### src/rtl/audio_channel_arbiter.sv
// audio_channel_arbiter: shares one PWM audio DAC sample path among N_REQ sources.
// Round-robin req/grant arbiter. Minimum and maximum grant durations are counted
// in sample ticks. Between owners, a midscale (silence) guard gap is inserted.
//
// Ports:
//   sysclk      - system clock
//   reset_n     - asynchronous active-low reset
//   sample_tick - one-cycle strobe at the audio sample rate
//   req         - per-channel level request
//   sample_in   - channel i sample at [i*SAMPLE_W +: SAMPLE_W]
//   grant       - one-hot or zero, registered
//   sample_out  - sample to the PWM modulator, registered
//   active      - high while a channel owns the grant
//
// Optional feature macro: AUD_ARB_PRIO0_EN
//   When this macro is defined, channel 0 is an alert channel. A rising req[0]
//   pre-empts the current owner immediately and skips the guard gap. Channel 0
//   also wins every IDLE arbitration.
module audio_channel_arbiter #(
    parameter int unsigned N_REQ       = 4,
    parameter int unsigned SAMPLE_W    = 8,
    parameter int unsigned MIN_HOLD    = 256,
    parameter int unsigned MAX_HOLD    = 4096,
    parameter int unsigned GUARD_TICKS = 16
) (
    input  logic                      sysclk,
    input  logic                      reset_n,
    input  logic                      sample_tick,
    input  logic [N_REQ-1:0]          req,
    input  logic [N_REQ*SAMPLE_W-1:0] sample_in,
    output logic [N_REQ-1:0]          grant,
    output logic [SAMPLE_W-1:0]       sample_out,
    output logic                      active
);

    localparam int unsigned HOLD_SAT = (MIN_HOLD > MAX_HOLD) ? MIN_HOLD : MAX_HOLD;
    localparam int unsigned CNT_MAX  = (HOLD_SAT > GUARD_TICKS) ? HOLD_SAT : GUARD_TICKS;
    localparam int unsigned CNT_W    = (CNT_MAX > 0) ? $clog2(CNT_MAX + 1) : 1;
    localparam int unsigned PTR_W    = $clog2(N_REQ);
    localparam logic [SAMPLE_W-1:0] MIDSCALE = {1'b1, {(SAMPLE_W-1){1'b0}}};

    typedef enum logic [1:0] {
        ST_IDLE  = 2'd0,
        ST_GRANT = 2'd1,
        ST_GUARD = 2'd2
    } state_t;

    state_t              state, state_d;
    logic [PTR_W-1:0]    owner, owner_d;
    logic [PTR_W-1:0]    ptr, ptr_d;
    logic [CNT_W-1:0]    hold_cnt, hold_d;
    logic [CNT_W-1:0]    guard_cnt, guard_d;
    logic [N_REQ-1:0]    grant_d;
    logic [SAMPLE_W-1:0] sample_d;
    logic                active_d;

    logic [PTR_W-1:0]    sel;
    logic [PTR_W-1:0]    cand;
    logic                found;
    logic [SAMPLE_W-1:0] owner_sample;
    logic [PTR_W-1:0]    next_ptr;
    logic                release_now;
    logic                preempt_now;

`ifdef AUD_ARB_PRIO0_EN
    logic req0_q;
    logic alert_rise;

    // Edge detector for the alert channel request.
    always_ff @(posedge sysclk or negedge reset_n) begin
        if (!reset_n) req0_q <= 1'b0;
        else          req0_q <= req[0];
    end
    assign alert_rise = req[0] & ~req0_q;
`endif

    // Round-robin scan starting at ptr.
    always_comb begin
        sel   = ptr;
        found = 1'b0;
        cand  = '0;
        for (int unsigned i = 0; i < N_REQ; i++) begin
            cand = PTR_W'((32'(ptr) + i) % N_REQ);
            if (!found && req[cand]) begin
                sel   = cand;
                found = 1'b1;
            end
        end
`ifdef AUD_ARB_PRIO0_EN
        if (req[0]) begin
            sel   = '0;
            found = 1'b1;
        end
`endif
    end

    // Owner sample mux; constant slices keep index widths exact.
    always_comb begin
        owner_sample = MIDSCALE;
        for (int unsigned i = 0; i < N_REQ; i++) begin
            if (owner == PTR_W'(i)) owner_sample = sample_in[i*SAMPLE_W +: SAMPLE_W];
        end
    end

    assign next_ptr    = (owner == PTR_W'(N_REQ - 1)) ? '0 : owner + PTR_W'(1);
    assign release_now = !req[owner] && (hold_cnt >= CNT_W'(MIN_HOLD));
    assign preempt_now = (MAX_HOLD != 0) && (hold_cnt >= CNT_W'(MAX_HOLD))
                         && ((req & ~grant) != '0);

    // State register plus registered outputs and counters.
    always_ff @(posedge sysclk or negedge reset_n) begin
        if (!reset_n) begin
            state      <= ST_IDLE;
            owner      <= '0;
            ptr        <= '0;
            hold_cnt   <= '0;
            guard_cnt  <= '0;
            grant      <= '0;
            sample_out <= MIDSCALE;
            active     <= 1'b0;
        end else begin
            state      <= state_d;
            owner      <= owner_d;
            ptr        <= ptr_d;
            hold_cnt   <= hold_d;
            guard_cnt  <= guard_d;
            grant      <= grant_d;
            sample_out <= sample_d;
            active     <= active_d;
        end
    end

    // Next-state and next-output logic.
    always_comb begin
        state_d  = state;
        owner_d  = owner;
        ptr_d    = ptr;
        hold_d   = hold_cnt;
        guard_d  = guard_cnt;
        grant_d  = grant;
        sample_d = sample_out;
        active_d = active;

        case (state)
            ST_IDLE: begin
                grant_d  = '0;
                active_d = 1'b0;
                sample_d = MIDSCALE;
                if (found) begin
                    state_d  = ST_GRANT;
                    owner_d  = sel;
                    grant_d  = N_REQ'(1) << sel;
                    active_d = 1'b1;
                    hold_d   = '0;
                end
            end

            ST_GRANT: begin
`ifdef AUD_ARB_PRIO0_EN
                if (alert_rise && (owner != '0)) begin
                    // Alert pre-emption: no guard, channel 0 wins IDLE next cycle.
                    state_d  = ST_IDLE;
                    grant_d  = '0;
                    active_d = 1'b0;
                    sample_d = MIDSCALE;
                    ptr_d    = next_ptr;
                end else
`endif
                if (release_now || preempt_now) begin
                    state_d  = (GUARD_TICKS == 0) ? ST_IDLE : ST_GUARD;
                    grant_d  = '0;
                    active_d = 1'b0;
                    sample_d = MIDSCALE;
                    guard_d  = '0;
                    ptr_d    = next_ptr;
`ifdef AUD_ARB_PRIO0_EN
                    if (owner == '0) ptr_d = ptr;
`endif
                end else if (sample_tick) begin
                    sample_d = owner_sample;
                    if (hold_cnt < CNT_W'(HOLD_SAT)) hold_d = hold_cnt + CNT_W'(1);
                end
            end

            ST_GUARD: begin
                grant_d  = '0;
                active_d = 1'b0;
                sample_d = MIDSCALE;
                if (guard_cnt == CNT_W'(GUARD_TICKS)) begin
                    state_d = ST_IDLE;
                end else if (sample_tick) begin
                    guard_d = guard_cnt + CNT_W'(1);
                end
            end

            default: begin
                state_d  = ST_IDLE;
                grant_d  = '0;
                active_d = 1'b0;
                sample_d = MIDSCALE;
            end
        endcase
    end

endmodule

### config.mk
export PLATFORM = sky130hd
export DESIGN_NAME = audio_channel_arbiter
export DESIGN_NICKNAME = d
export VERILOG_FILES = /design/src/rtl/audio_channel_arbiter.sv
export SDC_FILE = /design/constraint.sdc
export NUM_CORES = 1
export LEC_CHECK = 0
export BUFFER_PORTS_ARGS = -buffer_cell sky130_fd_sc_hd__clkbuf_2
export CORE_MARGIN = 2
export CORE_UTILIZATION = 50
export CTS_CLUSTER_SIZE = 40
export DETAILED_ROUTE_END_ITERATION = 10
export PLACE_DENSITY = 0.76
export SYNTH_ARGS = -nofsm -noshare
export SYNTH_HDL_FRONTEND = slang
export SYNTH_SLANG_ARGS = --single-unit
### constraint.sdc
create_clock -name sysclk -period 2 [get_ports sysclk]
set_input_delay 0.4 -clock sysclk [delete_from_list [all_inputs] [get_ports sysclk]]
set_output_delay 0.4 -clock sysclk [all_outputs]
set_load 0.05 [all_outputs]
==> results of run 1 <==
[layer usage]
layer  up-vias  global-route usage
li1       1186                   -
met1      1175               0.281
met2        47               0.384
met3         8              0.0341
met4         0              0.0764
met5         -                   0
[report_power, final]
group	switching [W]	total (W)	internal [W]	leakage [nW]
Sequential	0.000180	0.00132	0.00114	0.589
Combinational	0.00113	0.00181	0.000685	0.931
Clock	0.000317	0.000603	0.000287	0.0518
[layout by cell type, fill, tap and decap left out, types with 4 or more instances in the layout]
master / count
a21oi_1: 24
and3_1: 4
buf_4: 30
clkbuf_2: 51
clkbuf_8: 6
dfrtp_1: 44
ha_1: 8
inv_1: 15
nand2_1: 29
nand2b_1: 6
nand3_1: 9
nand3b_1: 8
nand4_1: 11
nor2_1: 17
nor2b_1: 8
nor3_1: 5
o211a_1: 7
o211ai_1: 9
o21ai_0: 9
o2bb2ai_1: 4
or3_1: 4
xnor2_1: 7
xor2_1: 5
[cells by family (layout without fill, tap and decap cells)]
family | Yosys count | after routing | synth area share
xor gates and xnor gates | 12 | 12 | 0.0396
DFF | 45 | 45 | 0.425
and+or+nand+nor | 115 | 115 | 0.232
buffers and inverters | 30 | 104 | 0.0429
muxes | 5 | 5 | 0.0250
adders and majority gates | 8 | 8 | 0.0377
AOI/OAI and AO/OA | 73 | 73 | 0.198
[path summary, 6_finish.rpt]
kind                            slack [ps]  cells after the start                     start                         to
worst max-delay path                    30                      5  hold_cnt[11]$_DFFE_PN0P_    hold_cnt[7]$_DFFE_PN0P_
worst min-delay path                    90                      1                   reset_n       grant[2]$_DFFE_PN0P_
worst max register to register          30                      5  hold_cnt[11]$_DFFE_PN0P_    hold_cnt[7]$_DFFE_PN0P_
min in group sysclk                    450                      4             sample_in[24]  sample_out[0]$_DFFE_PN0P_
worst min register to register         490                      1        active$_DFFE_PN0P_         active$_DFFE_PN0P_
max in group asynchronous             1320                      2                   reset_n  sample_out[4]$_DFFE_PN0P_
[flip-flops by register name, indices dropped and copies added (netlist names)]
name        flops
owner           2
ptr             2
state           2
active          1
guard_cnt      13
hold_cnt       13
sample_out      8
grant           4
[layout make-up]
| class | count | area share |
|---|---|---|
| clock buffer | 6 | 0.0251 |
| tap | 70 | 0.0266 |
| sequential | 45 | 0.343 |
| multi-input combinational | 213 | 0.437 |
| timing repair buffer | 81 | 0.146 |
| inverter | 15 | 0.0171 |
| clock inverter | 2 | 0.00533 |
[metrics by stage]
step	cell area, um^2	utilization
final	3290	0.644
after global routing	3290	0.644
after CTS	3260	0.638
after detailed placement	3150	0.617
after global placement	3150	0.617
after floorplan	2650	-
[synth_stat cells (2+ instances only)]
cell	count	area, um^2
nor4_1	3	18.8
nor2b_1	8	50.1
xnor2_1	7	61.3
nand3b_1	8	60.1
nor2_1	17	63.8
a21o_1	2	15.0
nand2_1	29	109
nand3_1	9	45.0
a211oi_2	2	25.0
ha_1	8	100
nor3_1	5	25.0
o211a_1	7	70.1
o211ai_1	9	67.6
nand4_1	11	68.8
dfrtp_1	44	1100
and3_1	4	25.0
xor2_1	5	43.8
or4_1	3	22.5
clkbuf_1	14	52.6
o2bb2ai_1	4	35.0
inv_1	15	56.3
o31ai_1	2	15.0
a211o_1	3	26.3
o41ai_1	2	17.5
nand2b_1	6	37.5
o21ai_0	9	45.0
o21a_1	2	15.0
a21oi_1	24	120
or2_2	2	12.5
mux2_2	3	33.8
or3_1	4	25.0
[timing repair]
action                                  4_1_cts  5_1_grt
buffers inserted                              0        2
resized for setup                             1        3
hold endpoints to repair                      0        0
endpoints found under the setup margin        2        6
pin swaps                                     0        4
==> impl_metrics.csv, run 1 <==
group,metric,value,unit
final_layout,nets,408,
cts,cts_buffers,5,
floorplanning,die_area,0.00591,mm^2
placed_design,portBuffers,51,
setup_path,slowest_stage,"or4_1",
sta,period_minus_slack,1970,ps
yosys,synth_area_per_cell,9.21,um^2
sta,rsz0062_at_grt,"yes",
detailed_routing,wire_per_inst,14.2,um
final_layout,nFillCells,431,
yosys,ys_ff_latch,45,
sta,tightestPinTransition,578,ps
sta,final.setup.worst_slack,27.1,ps
yosys,yosys.cell_types.count,48,
detailed_routing,wl_met1,2840,um
detailed_routing,detail-route-antenna-nets,0,
detailed_routing,wl_met3,169,um
cts,cts_hold_buffers,0,
setup_path,crit_chain,"nor4_4, o2111ai_4, a21o_1, or4_1, a21oi_1",
detailed_routing,finalWirelength,6150,um
final_layout,multiInputGateArea,0.00144,mm^2
global_routing,grt_pass1_vias,2388,
outcome,status,"completed",
setup_path,worstSetupEndpointType,"flip-flop",
detailed_routing,via_per_inst,5.59,
power,p_per_area,1140,mW/mm^2
final_layout,regArea,0.00113,mm^2
setup_path,required,2230,ps
cts,insertion_delay,300,ps
global_routing,grt_max_degree,23,
final_layout,drive_above_1_share,0.285,
detailed_routing,first_pass_iters,4,
setup_path,worst-path-buf-inv,0,
cts,clock_path_buffers,2,
yosys,ys.flop_type,"dfrtp_1",
sta,slew_headroom,0.613,
cts,cts-htree-levels,2,
global_routing,grt_pass1_wl,10800,um
floorplanning,core_region_area,0.00511,mm^2
global_routing,overflow,0,
yosys,yosysWarnings,0,
cts,root_buffer,"clkbuf_8",
yosys,async_flop_share,1.00,
yosys,syn-instance-count,288,
placed_design,dpl_worst_slack,-71.2,ps
sta,tns,0,ps
final_layout,antenna_cells,0,
cts,clock-sinks,45,
floorplanning,fp.dieW,76.9,um
setup_path,slowest_delay,540,ps
cts,path_clk_slew,90,ps
setup_path,critPathKind,"flip-flop to flip-flop",
setup_path,critPathTopFamily,"simple AND/OR/NAND/NOR gates",
cts,cts_tree,"built",
detailed_routing,top_layer,"met4",
global_routing,track_usage,0.222,
placed_design,place_congestion,0.865,
floorplanning,start_util,0.520,
sta,maxSlewViolCount,0,
floorplanning,num_io_pins,52,
floorplanning,num_rows,26,
detailed_routing,drc,0,
detailed_routing,wl_met2,3070,um
setup_path,cp-start-kind,"flip-flop",
sta,hold_viol,0,
yosys,syn_area,0.00265,mm^2
job,max_cap_violations,0,
sta,worst_hold_slack,85.8,ps
power,total_power,0.00373,W
power,ir_worst_vdd,0.796,mV
setup_path,crit_path_max_fanout,5,
sta,fin_worst_skew,8.76,ps
sta,fin_crit_sh,0.986,
sta,setup_viol,0,
final_layout,syn_to_final_growth,23.9,%
placed_design,hpwl,4720,um
hold_path,min_path_type,"input pin to async pin",
detailed_routing,drt_iter0_drc,116,
yosys,ys_seq_area_frac,0.425,
global_routing,antenna_found_initial,0,
placed_design,dp.cells,422,
final_layout,finalNonFillerCells,432,
detailed_routing,num_vias,2416,
power,cellLeakagePower,1.57,nW
setup_path,arrival,2200,ps
yosys,synth_nets,335,
floorplanning,die_h,76.9,um
sta,max_freq,507,MHz
yosys,synth_edf_count,0,
No activity file was read; power rests on OpenSTA's default activity.
==> inputs of run 2 (changes only) <==
--- a/config.mk
+++ b/config.mk
@@ -7,7 +7,7 @@
 export LEC_CHECK = 0
 export BUFFER_PORTS_ARGS = -buffer_cell sky130_fd_sc_hd__clkbuf_2
 export CORE_MARGIN = 2
-export CORE_UTILIZATION = 50
+export CORE_UTILIZATION = 52
 export CTS_CLUSTER_SIZE = 40
 export DETAILED_ROUTE_END_ITERATION = 10
 export PLACE_DENSITY = 0.76
==> constraint.sdc (replaced) <==
create_clock -name sysclk -period 1.93 [get_ports sysclk]
set_input_delay 0.386 -clock sysclk [delete_from_list [all_inputs] [get_ports sysclk]]
set_output_delay 0.386 -clock sysclk [all_outputs]
set_load 0.05 [all_outputs]
==> run 2 against run 1 <==
The run now ends with negative setup slack left; critical endpoint unchanged; highest routed layer unchanged; global-route usage rose by 1.3 points; largest cell class unchanged; sequential power rose by 5%; die area is 3.6% lower; final cell count grew 0.46%.
==> impl_metrics.csv, run 2 (synthesized netlist as in run 1, its figures left out) <==
group,metric,value,unit
outcome,status,"finished with violations",
outcome,violations,"negative setup slack",
power,ir_worst_vdd,1.04,mV
placed_design,place_congestion,0.828,
final_layout,nFillCells,397,
detailed_routing,via_per_inst,5.52,
final_layout,antenna_cells,0,
cts,cts_tree,"built",
final_layout,final_cell_mix,"clkbuf_2 (51), dfrtp_1 (40), buf_4 (31), nand2_1 (28), a21oi_1 (23)",
global_routing,track_usage,0.235,
setup_path,required,2160,ps
sta,period_minus_slack,1980,ps
detailed_routing,wire_per_inst,14.4,um
final_layout,finalNonFillerCells,434,
sta,fin_worst_skew,5.41,ps
hold_path,min_path_type,"input pin to flip-flop",
final_layout,drive_above_1_share,0.310,
detailed_routing,finalWirelength,6250,um
cts,clock_path_buffers,2,
floorplanning,fp.dieW,75.4,um
sta,final.setup.worst_slack,-48.6,ps
final_layout,largestRegisters,"guard_cnt x13, hold_cnt x13, sample_out x8",
cts,cts-htree-levels,2,
setup_path,critPathKind,"flip-flop to flip-flop",
cts,cts_buffers,5,
floorplanning,num_rows,26,
sta,fin_crit_sh,1.03,
detailed_routing,drt_iter0_drc,127,
sta,hold_viol,0,
floorplanning,die_area,0.00569,mm^2
setup_path,worstSetupEndpointType,"flip-flop",
global_routing,grt_max_degree,22,
global_routing,overflow,0,
sta,rsz0062_at_grt,"yes",
setup_path,crit_path_max_fanout,6,
sta,tightestPinTransition,523,ps
detailed_routing,num_vias,2394,
setup_path,critPathTopFamily,"simple AND/OR/NAND/NOR gates",
job,max_cap_violations,0,
final_layout,design_area,0.00335,mm^2
floorplanning,die_h,75.4,um
final_layout,syn_to_final_growth,26.3,%
global_routing,grt_pass1_wl,10200,um
cts,clock-sinks,45,
sta,setup_viol,4,
sta,slew_headroom,0.651,
setup_path,arrival,2210,ps
final_layout,utilization,0.669,
power,cellLeakagePower,1.59,nW
setup_path,slowest_delay,530,ps
cts,root_buffer,"clkbuf_8",
detailed_routing,detail-route-antenna-nets,0,
sta,maxSlewViolCount,0,
floorplanning,num_io_pins,52,
global_routing,antenna_found_initial,0,
placed_design,dp.cells,421,
placed_design,hpwl,4610,um
setup_path,slowest_stage,"or4_4",
floorplanning,start_util,0.530,
global_routing,grt_pass1_vias,2280,
detailed_routing,drc,0,
detailed_routing,first_pass_iters,4,
floorplanning,core_region_area,0.00501,mm^2
placed_design,portBuffers,51,
sta,max_freq,505,MHz
setup_path,worst-path-buf-inv,0,
final_layout,final_common_cell,"clkbuf_2",
placed_design,placed_area,0.00315,mm^2
setup_path,crit_chain,"nor4_4, o2111ai_4, a21o_1, or4_4, a21oi_2",
cts,insertion_delay,300,ps
setup_path,cp-start-kind,"flip-flop",
power,p_per_area,1200,mW/mm^2
final_layout,nets,410,
cts,path_clk_slew,80,ps
[run 2: cell types whose count changed in the layout (fill, tap and decap cells not counted), moves of 2 or more]
cell,before,now
or4_4,0,2
dfrtp_1,44,40
dfrtp_2,0,4
or4_1,3,1
[run 2: final timing paths]
path / from / endpoint / slack [ps] / depth (start not counted)
worst max register to register: hold_cnt[11]$_DFFE_PN0P_ / hold_cnt[7]$_DFFE_PN0P_ / -50 / 5
max in group asynchronous: reset_n / guard_cnt[7]$_DFFE_PN0P_ / 820 / 3
worst min register to register: active$_DFFE_PN0P_ / active$_DFFE_PN0P_ / 510 / 1
worst min-delay path: sample_in[30] / sample_out[6]$_DFFE_PN0P_ / 440 / 4
worst max-delay path: hold_cnt[11]$_DFFE_PN0P_ / hold_cnt[7]$_DFFE_PN0P_ / -50 / 5
min in group asynchronous: reset_n / hold_cnt[1]$_DFFE_PN0P_ / 530 / 2
[run 2: layout make-up]
cell class | count | area, um^2 | share of cell area
multi-input combinational | 213 | 1460 | 0.436
sequential | 45 | 1130 | 0.338
timing repair buffer | 83 | 498 | 0.149
tap | 70 | 87.6 | 0.0261
clock buffer | 7 | 86.3 | 0.0258
inverter | 15 | 56.3 | 0.0168
clock inverter | 1 | 30.0 | 0.00896
[run 2: metal layers]
layer / wire [um] / vias up / share of wire / global-route usage
li1: - / 1192 / - / -
met1: 2830 / 1115 / 0.45 / 0.281
met2: 3030 / 74 / 0.48 / 0.409
met3: 279 / 13 / 0.045 / 0.0556
met4: 108 / 0 / 0.017 / 0.0916
met5: 0 / - / 0 / 0
[run 2: where the power goes]
part | internal [W] | switching [W]
Sequential | 0.00118 | 0.000200
Combinational | 0.000733 | 0.00116
Clock | 0.000422 | 0.000314
Total | 0.00234 | 0.00167
[run 2: worst min-delay path, stage by stage]
cell	delay, ps
clkbuf_2	80
nand2_1	40
o211ai_1	90
o211a_1	110
[run 2: timing repair]
action                     4_1_cts  5_1_grt
gates cloned                     0        0
buffers inserted                 4        0
pin swaps                        4        2
gates resized for setup          2        9
setup endpoints to repair        3       22
hold buffers                     1        0
hold endpoints to repair        10        0
[run 2: through the flow]
stage | power [W] | setup TNS [ps] | worst slack, ps | hold WS [ps]
2_1_floorplan | 0.00269 | 0 | 9.00 | 90.4
3_3_place_gp | 0.00320 | -169 | -47.6 | 296
3_5_place_dp | 0.00324 | -430 | -65.0 | 300
4_1_cts | 0.00400 | 0 | 3.91 | 437
5_1_grt | 0.00428 | -713 | -106 | 437
6_report | 0.00401 | -73.7 | -48.6 | 439
